$ cat src/rtl/pipeline_hazard_controller.sv
`default_nettype none
// ============================================================================
// Module      : pipeline_hazard_controller
// Description : Stall/flush/forward control for a 5-stage in-order pipeline.
// Revision    : 1.0
// ============================================================================
module pipeline_hazard_controller (
    input  logic        clk,
    input  logic        reset,
    input  logic [4:0]  id_rs1,
    input  logic [4:0]  id_rs2,
    input  logic        id_uses_rs1,
    input  logic        id_uses_rs2,
    input  logic [4:0]  ex_rs1,
    input  logic [4:0]  ex_rs2,
    input  logic [4:0]  ex_rd,
    input  logic        ex_mem_read,
    input  logic [4:0]  mem_rd,
    input  logic        mem_reg_write,
    input  logic [4:0]  wb_rd,
    input  logic        wb_reg_write,
    input  logic        branch_taken,
    input  logic        mem_busy,
    output logic        pc_write,
    output logic        if_id_write,
    output logic        id_ex_write,
    output logic        ex_mem_write,
    output logic        if_id_flush,
    output logic        id_ex_flush,
    output logic [1:0]  forward_a,
    output logic [1:0]  forward_b,
    output logic [15:0] stall_count,
    output logic        mem_timeout
);

    typedef enum logic [1:0] {
        RUN      = 2'd0,
        LU_STALL = 2'd1,
        MEM_WAIT = 2'd2
    } state_t;

    localparam logic [15:0] c_STALL_MAX = 16'hFFFF;
    localparam logic [7:0]  c_WAIT_MAX  = 8'hFF;

    state_t      r_state;
    state_t      w_next_state;
    logic [15:0] r_stall_count;
    logic [7:0]  r_wait_cnt;
    logic        r_mem_timeout;
    logic        w_hazard;
    logic        w_count_stall;

    function automatic logic [1:0] fwd_sel(
        input logic [4:0] rs,
        input logic [4:0] m_rd,
        input logic       m_we,
        input logic [4:0] w_rd,
        input logic       w_we
    );
        logic [1:0] sel;
        sel = 2'b00;
        if (m_we && (m_rd != 5'd0) && (m_rd == rs))
            sel = 2'b10;
        else if (w_we && (w_rd != 5'd0) && (w_rd == rs))
            sel = 2'b01;
        return sel;
    endfunction

    always_comb begin
        w_hazard = ex_mem_read && (ex_rd != 5'd0) &&
                   ((id_uses_rs1 && (ex_rd == id_rs1)) ||
                    (id_uses_rs2 && (ex_rd == id_rs2)));
    end

    always_ff @(posedge clk or posedge reset) begin
        if (reset) begin
            r_state       <= RUN;
            r_stall_count <= 16'd0;
            r_wait_cnt    <= 8'd0;
            r_mem_timeout <= 1'b0;
        end else begin
            r_state <= w_next_state;
            if (w_count_stall && (r_stall_count != c_STALL_MAX))
                r_stall_count <= r_stall_count + 16'd1;
            // Counter only runs while staying in MEM_WAIT; any exit clears it.
            if ((r_state == MEM_WAIT) && mem_busy) begin
                if (r_wait_cnt != c_WAIT_MAX)
                    r_wait_cnt <= r_wait_cnt + 8'd1;
                if (r_wait_cnt == (c_WAIT_MAX - 8'd1))
                    r_mem_timeout <= 1'b1;
            end else begin
                r_wait_cnt <= 8'd0;
            end
        end
    end

    always_comb begin
        w_next_state  = RUN;
        w_count_stall = 1'b0;
        pc_write      = 1'b1;
        if_id_write   = 1'b1;
        id_ex_write   = 1'b1;
        ex_mem_write  = 1'b1;
        if_id_flush   = 1'b0;
        id_ex_flush   = 1'b0;
        forward_a     = fwd_sel(ex_rs1, mem_rd, mem_reg_write, wb_rd, wb_reg_write);
        forward_b     = fwd_sel(ex_rs2, mem_rd, mem_reg_write, wb_rd, wb_reg_write);

        if (reset) begin
            pc_write     = 1'b0;
            if_id_write  = 1'b0;
            id_ex_write  = 1'b0;
            ex_mem_write = 1'b0;
            if_id_flush  = 1'b1;
            id_ex_flush  = 1'b1;
            forward_a    = 2'b00;
            forward_b    = 2'b00;
        end else if (mem_busy) begin
            pc_write     = 1'b0;
            if_id_write  = 1'b0;
            id_ex_write  = 1'b0;
            ex_mem_write = 1'b0;
            w_next_state = MEM_WAIT;
        end else if (branch_taken) begin
            if_id_flush  = 1'b1;
            id_ex_flush  = 1'b1;
        end else if (w_hazard && (r_state != LU_STALL)) begin
            // Hold PC and IF/ID, push a bubble into ID/EX.
            pc_write      = 1'b0;
            if_id_write   = 1'b0;
            id_ex_flush   = 1'b1;
            w_next_state  = LU_STALL;
            w_count_stall = 1'b1;
        end
    end

    assign stall_count = r_stall_count;
    assign mem_timeout = r_mem_timeout;

endmodule
`default_nettype wire

$ cat config.mk
export PLATFORM = sky130hd
export DESIGN_NAME = pipeline_hazard_controller
export DESIGN_NICKNAME = d
export VERILOG_FILES = /design/src/rtl/pipeline_hazard_controller.sv
export SDC_FILE = /design/constraint.sdc
export NUM_CORES = 1
export LEC_CHECK = 0
export CAP_MARGIN = 20
export CELL_PAD_IN_SITES_DETAIL_PLACEMENT = 1
export CELL_PAD_IN_SITES_GLOBAL_PLACEMENT = 1
export CORE_MARGIN = 2
export CORE_UTILIZATION = 29
export CTS_CLUSTER_DIAMETER = 120
export DETAILED_ROUTE_END_ITERATION = 8
export MAX_ROUTING_LAYER = met4
export PLACE_DENSITY = 0.81
export SYNTH_ARGS = -nofsm -noshare
export SYNTH_HDL_FRONTEND = slang
export SYNTH_SLANG_ARGS = --single-unit
$ cat constraint.sdc
create_clock -name clk -period 2.33 [get_ports clk]
set_input_delay 0.466 -clock clk [delete_from_list [all_inputs] [get_ports clk]]
set_output_delay 0.466 -clock clk [all_outputs]
set_load 0.03 [all_outputs]
==> flow_summary.toml, run 1 <==
[drt]
vias = 1851
vias_per_cell = 4.99
drtIter0Drc = 76
drtPass1Iterations = 4
ant_nets = 0
drc = 0
routedWlPerCell_um = 15.8
wirelength_mm = 5.87
top_layer = "met4"
wl_met2_mm = 3.12
wl_met3_um = 252
met1Wirelength_mm = 2.41

[cts]
cts.sink_count = 27
tritoncts = "yes"
numCtsBuffers = 3
cts_buffer_depth = 2
clkLatencyLatePin_ns = 0.28
htree_levels = 1
path_clk_slew_ns = 0.09
cts-root-buf = "clkbuf_8"

[finish]
drive_gt1_frac = 0.287
antenna_cells = 0
fin_area_sq_mm = 0.00300
syn2layout_area_growth_pct = 64.9
layout.nets = 344

[grt]
track_usage = 0.181
grt_overflow = 0
grt_pass1_vias = 2063
antenna_found_initial = 0
grt_max_degree = 28
grt_pass1_wl_mm = 9.93

[timing]
tightest_slew_ns = 0.524
whs_ns = 0.338
finalCritPeriodShare = 0.991
finClkSkew_ns = 0.00542
rsz0062_at_grt = "yes"
fmax_mhz = 433
slew_violations = 0
slew_headroom = 0.648
hold_viol = 0
period_minus_slack_ns = 2.31
finalSetupViolations = 0

[synthesis]
netlist_top_cells_count = "xnor2_1 (38), dfrtp_1 (27), nand4_1 (14)"
yosysMostFrequentCell = "xnor2_1"
avgSynthCellArea_sq_um = 9.74
ys_async_sr_fraction = 1.00
synth_nets = 234
synth_seq_cells = 27
synth_top_area_cell = "dfrtp_1"
netlist.area_leader.share = 0.371
synth_cells = 187
netlist-cell-type-count = 41
synthTopCellsByArea = "dfrtp_1 (37%), xnor2_1 (18%), nand4_1 (4.8%), xor2_1 (3.8%), nand3_1 (3.0%)"
syn_area_sq_mm = 0.00182
yosysWarnings = 0
ys_seq_area_frac = 0.371
ys.flop_type = "dfrtp_1"
synth_edf_count = 0

[power]
p_leak_nw = 1.34
irDropWorstVdd_mv = 0.248
cellPowerDensity_mw_per_mm2 = 348

[worst_setup_path]
path_cells = "clkdlybuf4s50_1 -> xnor2_1 -> nand2_1 -> buf_4 -> nor3_4 -> nor4_4 -> buf_6"
reg2regPathDepth = 7
critPathMaxFanout = 3
cp-endpoint = "forward_b[0]"
cp.arrival_ns = 1.84
critPathKind = "in -> out"
slowest_stage = "clkdlybuf4s50_1"
crit_path_start_kind = "primary input"
r2r_start = "r_state[0]$_DFF_PP0_"
worst_ep_required_time_ns = 1.86
cpPeakStageDelay_ns = 0.55
r2r_slack_ns = 0.53
endpoint_kind = "primary output"
critPathLaunch = "mem_rd[0]"
worstReg2RegEnd = "stall_count[4]$_DFFE_PP0P_"

[flow_run]
maxCapViolCount = 0

[placed_design]
hpwl_mm = 4.57
port-buffer-count = 70
placed_area_sq_mm = 0.00287
gp_congestion = 0.811

[floorplanning]
rows = 28
start_util = 0.304
io-pin-count = 71
die_area_sq_mm = 0.00693
die_x_um = 83.2
core_sq_mm = 0.00599
fp.dieH_um = 83.2

[worst_hold_path]
hold_path.class = "in -> async"

[status]
status = "completed"
## layout make-up
class	count	area [sq um]
Fill cell	703	2990
Tap cell	75	93.8
Timing Repair Buffer	109	976
Sequential cell	27	676
Inverter	6	26.3
Clock buffer	4	45.0
Multi-Input combinational cell	150	1190
## critical path, delay by kind of cell
| family | cells | cell delay [ns] |
|---|---|---|
| and+or+nand+nor | 3 | 0.37 |
| buffers and inverters | 3 | 0.86 |
| xor gates and xnor gates | 1 | 0.14 |
## cell usage in the layout, fill, tap and decap left out, types with 3 or more instances in the layout
cell type,n
and3_1,7
xnor2_1,36
nand3_1,11
clkbuf_8,3
and4_1,3
buf_2,7
dlygate4sd2_1,7
nand4b_1,3
clkdlybuf4s50_1,26
ha_1,3
buf_4,42
nand4_1,14
nand2_1,11
dlymetal6s2s_1,12
a211oi_1,3
nor2_1,10
buf_6,11
xor2_1,7
inv_1,5
dfrtp_1,27
## state kept, by name (all words and copies together) (netlist names)
| name | cells |
|---|---|
| stall_count | 16 |
| r_wait_cnt | 8 |
| r_state | 2 |
| mem_timeout | 1 |
## per-stage QoR
stage | power [W] | util | worst slack, ns | setup TNS [ns] | std cells
CTS | 0.00106 | 0.492 | 0.000251 | 0 | 373
global route | 0.00110 | 0.501 | -0.0646 | -0.104 | 371
detailed placement | 0.000771 | 0.478 | -0.530 | -4.31 | 365
finish | 0.00105 | 0.501 | 0.0214 | 0 | 371
floorplan | 0.000594 | - | -0.0551 | -0.0551 | 187
global placement | 0.000760 | 0.478 | -0.466 | -3.50 | 365
## power breakdown
group,internal (W),switching [W],total (W),leakage [nW]
sequential,0.000473,0.00000587,0.000479,0.370
combinational,0.000156,0.000134,0.000291,0.952
clock,0.000123,0.000153,0.000276,0.0228
## worst min-delay path by stage
stage                                       start                          end  cells past startpoint
final                                       reset  stall_count[14]$_DFFE_PP0P_                      3
after global routing                        reset    r_wait_cnt[1]$_DFFE_PP0P_                      3
after CTS                                   reset    r_wait_cnt[1]$_DFFE_PP0P_                      3
after detailed placement  mem_timeout$_DFFE_PP0P_      mem_timeout$_DFFE_PP0P_                      2
after global placement    mem_timeout$_DFFE_PP0P_      mem_timeout$_DFFE_PP0P_                      2
after floorplan                             reset      mem_timeout$_DFFE_PP0P_                      1
## per-layer routing
metal / vias up / global-route usage
li1: 896 / -
met1: 898 / 0.207
met2: 49 / 0.320
met3: 8 / 0.0328
met4: 0 / 0.0551
met5: - / -
## logic make-up after synthesis
kind of cell / Yosys count / synth area share
buf+inv: 10 / 0.0295
xor+xnor: 46 / 0.221
flops: 27 / 0.371
simple gates: 81 / 0.265
fa+ha+maj: 3 / 0.0206
compound gates: 18 / 0.0797
mux: 2 / 0.0124
## repair_timing
action,CTS,global route
pin swaps,15,25
endpoints found under the setup margin,7,6
setup buffers,4,0
gates resized for setup,79,30
hold buffers,0,0
Note: power is estimated with default switching activity, not from simulation.
==> inputs of run 2 (changes only) <==
Settings changed: CTS_CLUSTER_SIZE set to 12, SLEW_MARGIN set to 20.
==> results of run 2 <==
Final layout, timing and power as in run 1 (identical DEF).
